==> config.mk <==
export PLATFORM = sky130hd
export DESIGN_NAME = multi_ctrl
export DESIGN_NICKNAME = d
export VERILOG_FILES = /design/src/rtl/multi_ctrl.sv
export SDC_FILE = /design/constraint.sdc
export NUM_CORES = 1
export LEC_CHECK = 0
export BUFFER_PORTS_ARGS = -buffer_cell sky130_fd_sc_hd__buf_2
export CORE_MARGIN = 2
export CORE_UTILIZATION = 55
export CTS_CLUSTER_DIAMETER = 200
export DETAILED_ROUTE_END_ITERATION = 10
export PLACE_DENSITY = 0.81
export SETUP_SLACK_MARGIN = 0.4
export SYNTH_ARGS = -nofsm -noshare
export SYNTH_HDL_FRONTEND = slang
export SYNTH_SLANG_ARGS = --single-unit
==> constraint.sdc <==
create_clock -name clk -period 5.15 [get_ports clk]
set_clock_uncertainty 0.2 [all_clocks]
set_input_delay 1.03 -clock clk [delete_from_list [all_inputs] [get_ports clk]]
set_output_delay 1.03 -clock clk [all_outputs]
set_load 0.1 [all_outputs]
==> src/rtl/multi_ctrl.sv <==
// Multi-cycle MIPS-subset controller: FETCH/DECODE/EXEC/MEM/WB sequencing,
// datapath select generation and a retired-instruction counter.
module multi_ctrl #(
  parameter int ALUOP_W     = 5,
  parameter int MEM_WAIT_EN = 1,
  parameter int CNT_W       = 32
) (
  input  logic               clk,
  input  logic               rst,
  input  logic [5:0]         Op,
  input  logic [5:0]         Funct,
  input  logic               Zero,
  input  logic               mem_rdy,
  output logic               IMRd,
  output logic               IRWr,
  output logic               PCWr,
  output logic               RFWr,
  output logic               DMRd,
  output logic               DMWr,
  output logic               MemtoReg,
  output logic [1:0]         EXTOp,
  output logic [1:0]         NPCOp,
  output logic [ALUOP_W-1:0] ALUOp,
  output logic [1:0]         RegDst,
  output logic [1:0]         ALUSrcA,
  output logic [1:0]         ALUSrcB,
  output logic [2:0]         state,
  output logic               illegal,
  output logic [CNT_W-1:0]   retired
);

  localparam logic [2:0] S_FETCH = 3'd0, S_DECODE = 3'd1, S_EXEC = 3'd2,
                         S_MEM = 3'd3, S_WB = 3'd4;

  localparam logic [ALUOP_W-1:0] ALU_NOP  = ALUOP_W'(0);
  localparam logic [ALUOP_W-1:0] ALU_ADDU = ALUOP_W'(1);
  localparam logic [ALUOP_W-1:0] ALU_ADD  = ALUOP_W'(2);
  localparam logic [ALUOP_W-1:0] ALU_SUBU = ALUOP_W'(3);
  localparam logic [ALUOP_W-1:0] ALU_OR   = ALUOP_W'(6);
  localparam logic [ALUOP_W-1:0] ALU_EQL  = ALUOP_W'(11);
  localparam logic [ALUOP_W-1:0] ALU_SLL  = ALUOP_W'(17);
  localparam logic [ALUOP_W-1:0] ALU_SRL  = ALUOP_W'(18);
  localparam logic [ALUOP_W-1:0] ALU_SRA  = ALUOP_W'(19);

  typedef enum logic [3:0] {
    C_ADDU, C_SUBU, C_SLL, C_SRL, C_SRA, C_JR, C_ORI, C_LUI,
    C_LW, C_SW, C_BEQ, C_J, C_JAL, C_ILL
  } cls_t;

  function automatic cls_t decode(input logic [5:0] op, input logic [5:0] funct);
    cls_t c;
    c = C_ILL;
    case (op)
      6'h00: case (funct)
        6'h21: c = C_ADDU;
        6'h23: c = C_SUBU;
        6'h00: c = C_SLL;
        6'h02: c = C_SRL;
        6'h03: c = C_SRA;
        6'h08: c = C_JR;
        default: c = C_ILL;
      endcase
      6'h0D: c = C_ORI;
      6'h0F: c = C_LUI;
      6'h23: c = C_LW;
      6'h2B: c = C_SW;
      6'h04: c = C_BEQ;
      6'h02: c = C_J;
      6'h03: c = C_JAL;
      default: c = C_ILL;
    endcase
    return c;
  endfunction

  logic [2:0] state_q, state_nxt;
  cls_t       cls_q, cls_cur;
  logic       mem_done;

  assign mem_done = mem_rdy | (MEM_WAIT_EN == 0);
  // The IR is decoded live in DECODE and the class is held for later states.
  assign cls_cur  = (state_q == S_DECODE) ? decode(Op, Funct) : cls_q;
  assign state    = state_q;

  always_ff @(posedge clk) begin
    if (rst) begin
      state_q <= S_FETCH;
      cls_q   <= C_ILL;
      retired <= '0;
    end else begin
      state_q <= state_nxt;
      if (state_q == S_DECODE) cls_q <= cls_cur;
      if (PCWr) retired <= retired + 1'b1;
    end
  end

  always_comb begin
    state_nxt = state_q;
    case (state_q)
      S_FETCH:  if (mem_done) state_nxt = S_DECODE;
      S_DECODE: case (cls_cur)
        C_J, C_JR, C_ILL: state_nxt = S_FETCH;
        C_JAL:            state_nxt = S_WB;
        default:          state_nxt = S_EXEC;
      endcase
      S_EXEC: case (cls_cur)
        C_LW, C_SW: state_nxt = S_MEM;
        C_BEQ:      state_nxt = S_FETCH;
        default:    state_nxt = S_WB;
      endcase
      S_MEM:    if (mem_done) state_nxt = (cls_cur == C_LW) ? S_WB : S_FETCH;
      default:  state_nxt = S_FETCH;
    endcase
  end

  always_comb begin
    IMRd = 1'b0; IRWr = 1'b0; PCWr = 1'b0; RFWr = 1'b0;
    DMRd = 1'b0; DMWr = 1'b0; MemtoReg = 1'b0; illegal = 1'b0;
    EXTOp = 2'd0; NPCOp = 2'd0; ALUOp = ALU_NOP;
    RegDst = 2'd0; ALUSrcA = 2'd0; ALUSrcB = 2'd0;
    if (!rst) begin
      // Selects stay constant from EXEC through the instruction's final state.
      if (state_q == S_EXEC || state_q == S_MEM || state_q == S_WB) begin
        case (cls_cur)
          C_ADDU: begin ALUOp = ALU_ADDU; RegDst = 2'd1; end
          C_SUBU: begin ALUOp = ALU_SUBU; RegDst = 2'd1; end
          C_SLL:  begin ALUOp = ALU_SLL; RegDst = 2'd1; ALUSrcA = 2'd1; ALUSrcB = 2'd1; end
          C_SRL:  begin ALUOp = ALU_SRL; RegDst = 2'd1; ALUSrcA = 2'd1; ALUSrcB = 2'd1; end
          C_SRA:  begin ALUOp = ALU_SRA; RegDst = 2'd1; ALUSrcA = 2'd1; ALUSrcB = 2'd1; end
          C_ORI:  begin ALUOp = ALU_OR; EXTOp = 2'd1; ALUSrcB = 2'd1; end
          C_LUI:  begin ALUOp = ALU_NOP; EXTOp = 2'd2; ALUSrcB = 2'd1; end
          C_LW, C_SW: begin ALUOp = ALU_ADD; ALUSrcB = 2'd1; end
          C_BEQ:  ALUOp = ALU_EQL;
          C_JAL:  begin ALUOp = ALU_ADDU; RegDst = 2'd2; ALUSrcA = 2'd2; ALUSrcB = 2'd2; end
          default: ;
        endcase
      end
      case (state_q)
        S_FETCH: begin IMRd = 1'b1; IRWr = mem_done; end
        S_DECODE: case (cls_cur)
          C_J:   begin PCWr = 1'b1; NPCOp = 2'd2; end
          C_JR:  begin PCWr = 1'b1; NPCOp = 2'd3; end
          C_ILL: begin PCWr = 1'b1; illegal = 1'b1; end
          default: ;
        endcase
        S_EXEC: if (cls_cur == C_BEQ) begin
          PCWr  = 1'b1;
          NPCOp = Zero ? 2'd1 : 2'd0;
        end
        S_MEM: begin
          DMRd = (cls_cur == C_LW);
          DMWr = (cls_cur == C_SW);
          PCWr = (cls_cur == C_SW) && mem_done;
        end
        S_WB: begin
          RFWr     = 1'b1;
          PCWr     = 1'b1;
          MemtoReg = (cls_cur == C_LW);
          if (cls_cur == C_JAL) NPCOp = 2'd2;
        end
        default: ;
      endcase
    end
  end

endmodule

# == Word-level counts from Yosys, hierarchy flattened ==
# Index checks and enable logic that the tools add are counted.
# W data, S select, Z words.
# word_totals
register_bits,39
latchBits,0
ramBits,0
romBits,0
input_bits,16
out_inout_bits,58
wordCells,98
n_memories,0
# op_classes
add_sub_neg,1
mul,0
div,0
magnitude_cmp,0
n_eq_ne,31
n_shift,0
muxes,49
bitwise_logic,0
reduce_logical,14
# op_table
cell,count
$pmux W5 S8,1
$add A32 B1 Y32 const B,1
$pmux W4 S8,1
$eq A4 B4 Y1 const B,6
$eq A6 B2 Y1 const B,4
$eq A6 B6 Y1 const B,4
$pmux W4 S6,1
$mux W1,20
$mux W2,10
$pmux W2 S2,5
$eq A6 B4 Y1 const B,3
$eq A4 B3 Y1 const B,4
$logic_not A6 Y1,2
$pmux W3 S2,2
$pmux W3 S4,1
$mux W5,2
$mux W3,3
$eq A4 B2 Y1 const B,2
$reduce_or A7 Y1,1
$eq A3 B2 Y1 const B,2
$eq A6 B3 Y1 const B,1
$pmux W2 S3,1
$reduce_or A3 Y1,2
$reduce_or A5 Y1,1
other kinds (12),15

# == Logic depth before layout (Yosys ltp) ==
# depth
word_depth,9
ltp_mapped,10

# == Worst setup path after synthesis ==
# OpenSTA, ideal clock, no wires.
# synth_timing
path_kind,register to output
from,"register state_q[0], in the netlist state[0]"
to,output MemtoReg
arrival_time_ns,5.716
required_ns,3.920
path_slack_ns,-1.796
stages_incl_launch_ff,10
n_path_buf,3
cell_sequence,dfxtp_1 buf_2 or3b_1 clkbuf_2 nor2_2 o21ai_2 o32ai_4 buf_2 nand2_1 nor4_1
# synth_via
elab_chain_cells,5
word_cells_on_any_way,6
classes_between,eq/ne: 3; mux: 3
# synth_lines
element,line_no,text
from (decl),75,"logic [2:0] state_q, state_nxt;"
from (signal assigned),90,state_q <= state_nxt;
$eq A3 B1 Y1,81,"assign cls_cur = (state_q == S_DECODE) ? decode(Op, Funct) : cls_q;"
$mux W4,81,
$eq A4 B4 Y1,157,MemtoReg = (cls_cur == C_LW);
$mux W1 *,137,case (state_q)
$mux W1 *,120,if (!rst) begin
to (decl),20,"output logic MemtoReg,"
# Mark *: on every way between the ends. The rest lies on a longest branch, timed or not.

# == Final worst setup path ==
# layout_timing
from,input Op[1]
to,output NPCOp[1]
# layout_via
elab_chain_cells,7
word_cells_on_any_way,17
classes_between,eq/ne: 10; mux: 6; reduce/logical: 1
# layout_lines
element,line_no,text
from (decl),10,"input logic [5:0] Op,"
"$eq A6 B2 Y1, or another cell as far along",53,case (op)
$pmux W4 S8 *,53,
$mux W4 *,81,
"$eq A4 B3 Y1, or another cell as far along",139,S_DECODE: case (cls_cur)
$pmux W2 S2 / $mux W2 (equally long branches),"139, 158",
$pmux W2 S3 *,137,
$mux W2 *,120,
to (decl),22,"output logic [1:0] NPCOp,"
# Marked as above.

==> qor.txt <==
Setup crit end kind -> primary output
Static Leak -> 1.580 nW
Ratio of cells with drive above 1 in the final layout -> 0.4057
Worst-path clk slew -> 80 ps
Initial cell density of the core -> 0.5789
Hold path startpoint -> retired[1]
Port Buffers -> 73
Switching portion of total power -> 0.2919
Worst path max stage delay -> 550 ps
Asr flop ratio synth -> 0
Most common library cells after synthesis -> 51 x nor2_1, 39 x dfxtp_1, 31 x nand2_1
HP Class -> register to register
Reg2reg path depth -> 9
Internal power -> 494.2 µW
Routability cong. -> 0.9168
Largest net degree at the start of global routing -> 65
Number of synthesized flops with an enable pin -> 0
Register area share after synthesis -> 0.2420
Arr. time, crit path -> 3430 ps
GRT Overall Usage -> 0.2475
Pwr Density -> 172.6 nW/µm²
Area Growth Syn to Fin -> 25.28%
Antenna violations before repair -> 0
Final setup fails -> 0
# fillers -> 452
Grt ovf -> 0
First-pass detailed-route iteration total -> 4
Io pins -> 74
Net Count, Synth -> 411
Post-DP HPWL -> 5.734 mm
CP top delay family -> simple AND/OR/NAND/NOR gates
Clock power share -> 0.382
Number of library cell types mapped by synthesis -> 65
Critical path buffer and inverter count -> 2
Max VDD drop -> 132.6 µV
Unrepaired setup endpoints after global routing -> true
Vias in the first global route -> 2875
Storage element area -> 783.3 µm²
Crit path max fanout -> 6
CP max stage cell -> or4_4
Crit Reg-Reg Startpoint -> state[1]
Final Cycle Share -> 0.9049
Net Switching -> 203.7 µW
R2r setup slk -> 1690 ps
Latest clock arrival within the worst-skew pair -> 300 ps
Die Ht -> 80.60 µm
First-pass GRT wire length -> 12.92 mm
Main area contributors after synthesis -> dfxtp_1 24%, mux2_4 9.3%, a21oi_2 7.3%
Main flop type after synthesis -> dfxtp_1
Max-Cap Viols -> 0
Tmin final -> 4660 ps
Area used by multi-input combinational logic -> 2520 µm²
Netlist Area Pre-Place -> 3227 µm²
Critical path required time -> 3920 ps
Post-synth top area share -> 0.2420
Syn Area/Cell -> 8.190 µm²
Count leader, synth -> nor2_1
Worst-margin pin slew -> 693.1 ps
Core region area -> 5574 µm²
End of the worst register-to-register path -> retired[25]
Crit path cell chain -> buf_2, or4_4, or2_4, nor2_4, o32a_1, nand2_2, or3_1, a21oi_4, buf_6
Status -> finished, final reports clean
Power Total -> 697.8 µW
Max clock buf depth -> 2
Seq pwr share -> 0.441
CP Class -> input pin to primary output
Vias per cell -> 5.926
Die area -> 6496 µm²
Synth Register Bits -> 39
Avg WL per Cell -> 15.06 µm
Hold Buf Count CTS -> 0
Critical path launch point type -> input pin
H-Tree Level Count -> 2
Syn. warnings -> 0
Area of placed instances -> 3852 µm²
Die X -> 80.60 µm
Vias -> 3129
Combinational Power Share -> 0.177
Cells after synthesis -> 394
Final ANT Viol Nets -> 0
Worst slew margin relative to its limit -> 0.5369
Diode count -> 0
CTS tree -> yes
Root Buffer Master -> clkbuf_8
Dominant cell type by area after synthesis -> dfxtp_1
Clock sinks -> 39
DRC Markers -> 0
Final-report hold violation count -> 0
DR iter-0 viols -> 123
Final net count -> 472
Layout Cell Area excl Fill -> 4043 µm²
F_max -> 0.2146 GHz
Hold endpoint -> retired[1]
Rows -> 27
Setup_tns -> 0 ps
Routed WL -> 7.954 mm
Slew Limit Fails -> 0
Clock buffer count from CTS -> 5
Worst hold path cell count -> 2
-- layout by cell type, fill, tap and decap left out, types with 3 or more instances in the layout --
master / synthesis / layout
and4_1: 5 / 5
nand2_1: 31 / 30
buf_2: 4 / 61
buf_12: 0 / 4
dfxtp_1: 39 / 37
buf_4: 2 / 15
a21oi_1: 12 / 3
nor3_4: 0 / 5
nor3_1: 12 / 6
inv_1: 4 / 4
nor2_1: 51 / 49
nand2b_1: 9 / 9
mux2_2: 3 / 3
nand4_1: 13 / 13
clkbuf_8: 0 / 6
mux2_4: 20 / 20
nor2b_1: 30 / 30
o21ai_0: 8 / 8
mux2_1: 8 / 8
or4_1: 3 / 3
xnor2_1: 3 / 3
or3_1: 3 / 3
nand3_1: 18 / 18
a21oi_4: 0 / 6
nor4_4: 0 / 4
a21o_1: 3 / 3
a21oi_2: 27 / 30
and3_1: 6 / 6
and2_1: 5 / 4
-- metrics by stage --
step	setup WS, ps	hold WS, ps	utilization	cells
after CTS	407.2	335.6	0.7169	524
after floorplan	60.62	428.1	-	394
after detailed placement	241.3	323.1	0.6911	516
after global placement	328.0	309.8	0.6911	516
final	489.9	348.0	0.7253	528
after global routing	370.6	382.8	0.7253	528
-- kinds of logic (layout without fill, tap and decap cells) --
logic type,Yosys count,in the layout,synth area share
buf+inv,32,94,0.05777
flops,39,39,0.2420
mux,32,32,0.1345
simple gates,205,205,0.3339
fa+ha+maj,1,1,0.003877
xor+xnor,4,4,0.01086
compound gates,81,81,0.2171
-- worst reg2reg max path: stages, from the launching register on --
cell and delay [ps]:
dfxtp_1 310, buf_4 190, nor3b_1 610, nor2_1 180
o32ai_2 490, a2111oi_4 140, o2111ai_4 270, buf_4 470
a211oi_2 160, mux2_1 330
-- cell type report --
type,count,share of cell area
clock buffer,6,0.02043
clock inverter,2,0.008666
sequential,39,0.1937
inverter,4,0.003714
timing repair buffer,82,0.1278
multi-input combinational,323,0.6233
tap,72,0.02228
-- metal layers --
layer  up-vias  track usage  part of all wire
met3        10      0.04382             0.060
met4         0      0.06441             0.011
met1      1486       0.2823              0.41
met2        93       0.4692              0.51
li1       1540            -                 -
met5         -            0                 0
-- flip-flops by register name (all words and copies together), names as in the netlist --
| register | count |
|---|---|
| cls_q | 4 |
| retired | 32 |
| state | 3 |
-- power groups by stage --
stage / clock network (mW) / logic, mW / registers, mW
floorplan: 0 / 0.0881 / 0.324
global placement: 0 / 0.117 / 0.315
detailed placement: 0 / 0.120 / 0.314
CTS: 0.273 / 0.122 / 0.307
global route: 0.283 / 0.133 / 0.308
finish: 0.267 / 0.124 / 0.307
-- worst max-delay path by stage --
stage          start    endpoint  slack (ps)  cells after the start
3_3_place_gp   Op[1]    NPCOp[1]         330                      9
2_1_floorplan  Op[0]    EXTOp[1]          60                      8
3_5_place_dp   Op[5]    NPCOp[1]         240                      9
4_1_cts        Op[1]  ALUSrcB[0]         410                      9
5_1_grt        Op[1]    EXTOp[1]         370                      8
6_report       Op[1]    NPCOp[1]         490                      9
-- repair_timing --
action | in CTS | in global routing
buffers inserted | 0 | 4
pin swaps | 1 | 1
hold endpoints to repair | 0 | 0
setup endpoints to repair | 10 | 11
gates resized for setup | 9 | 4
Power figures use the tool's default switching activity.
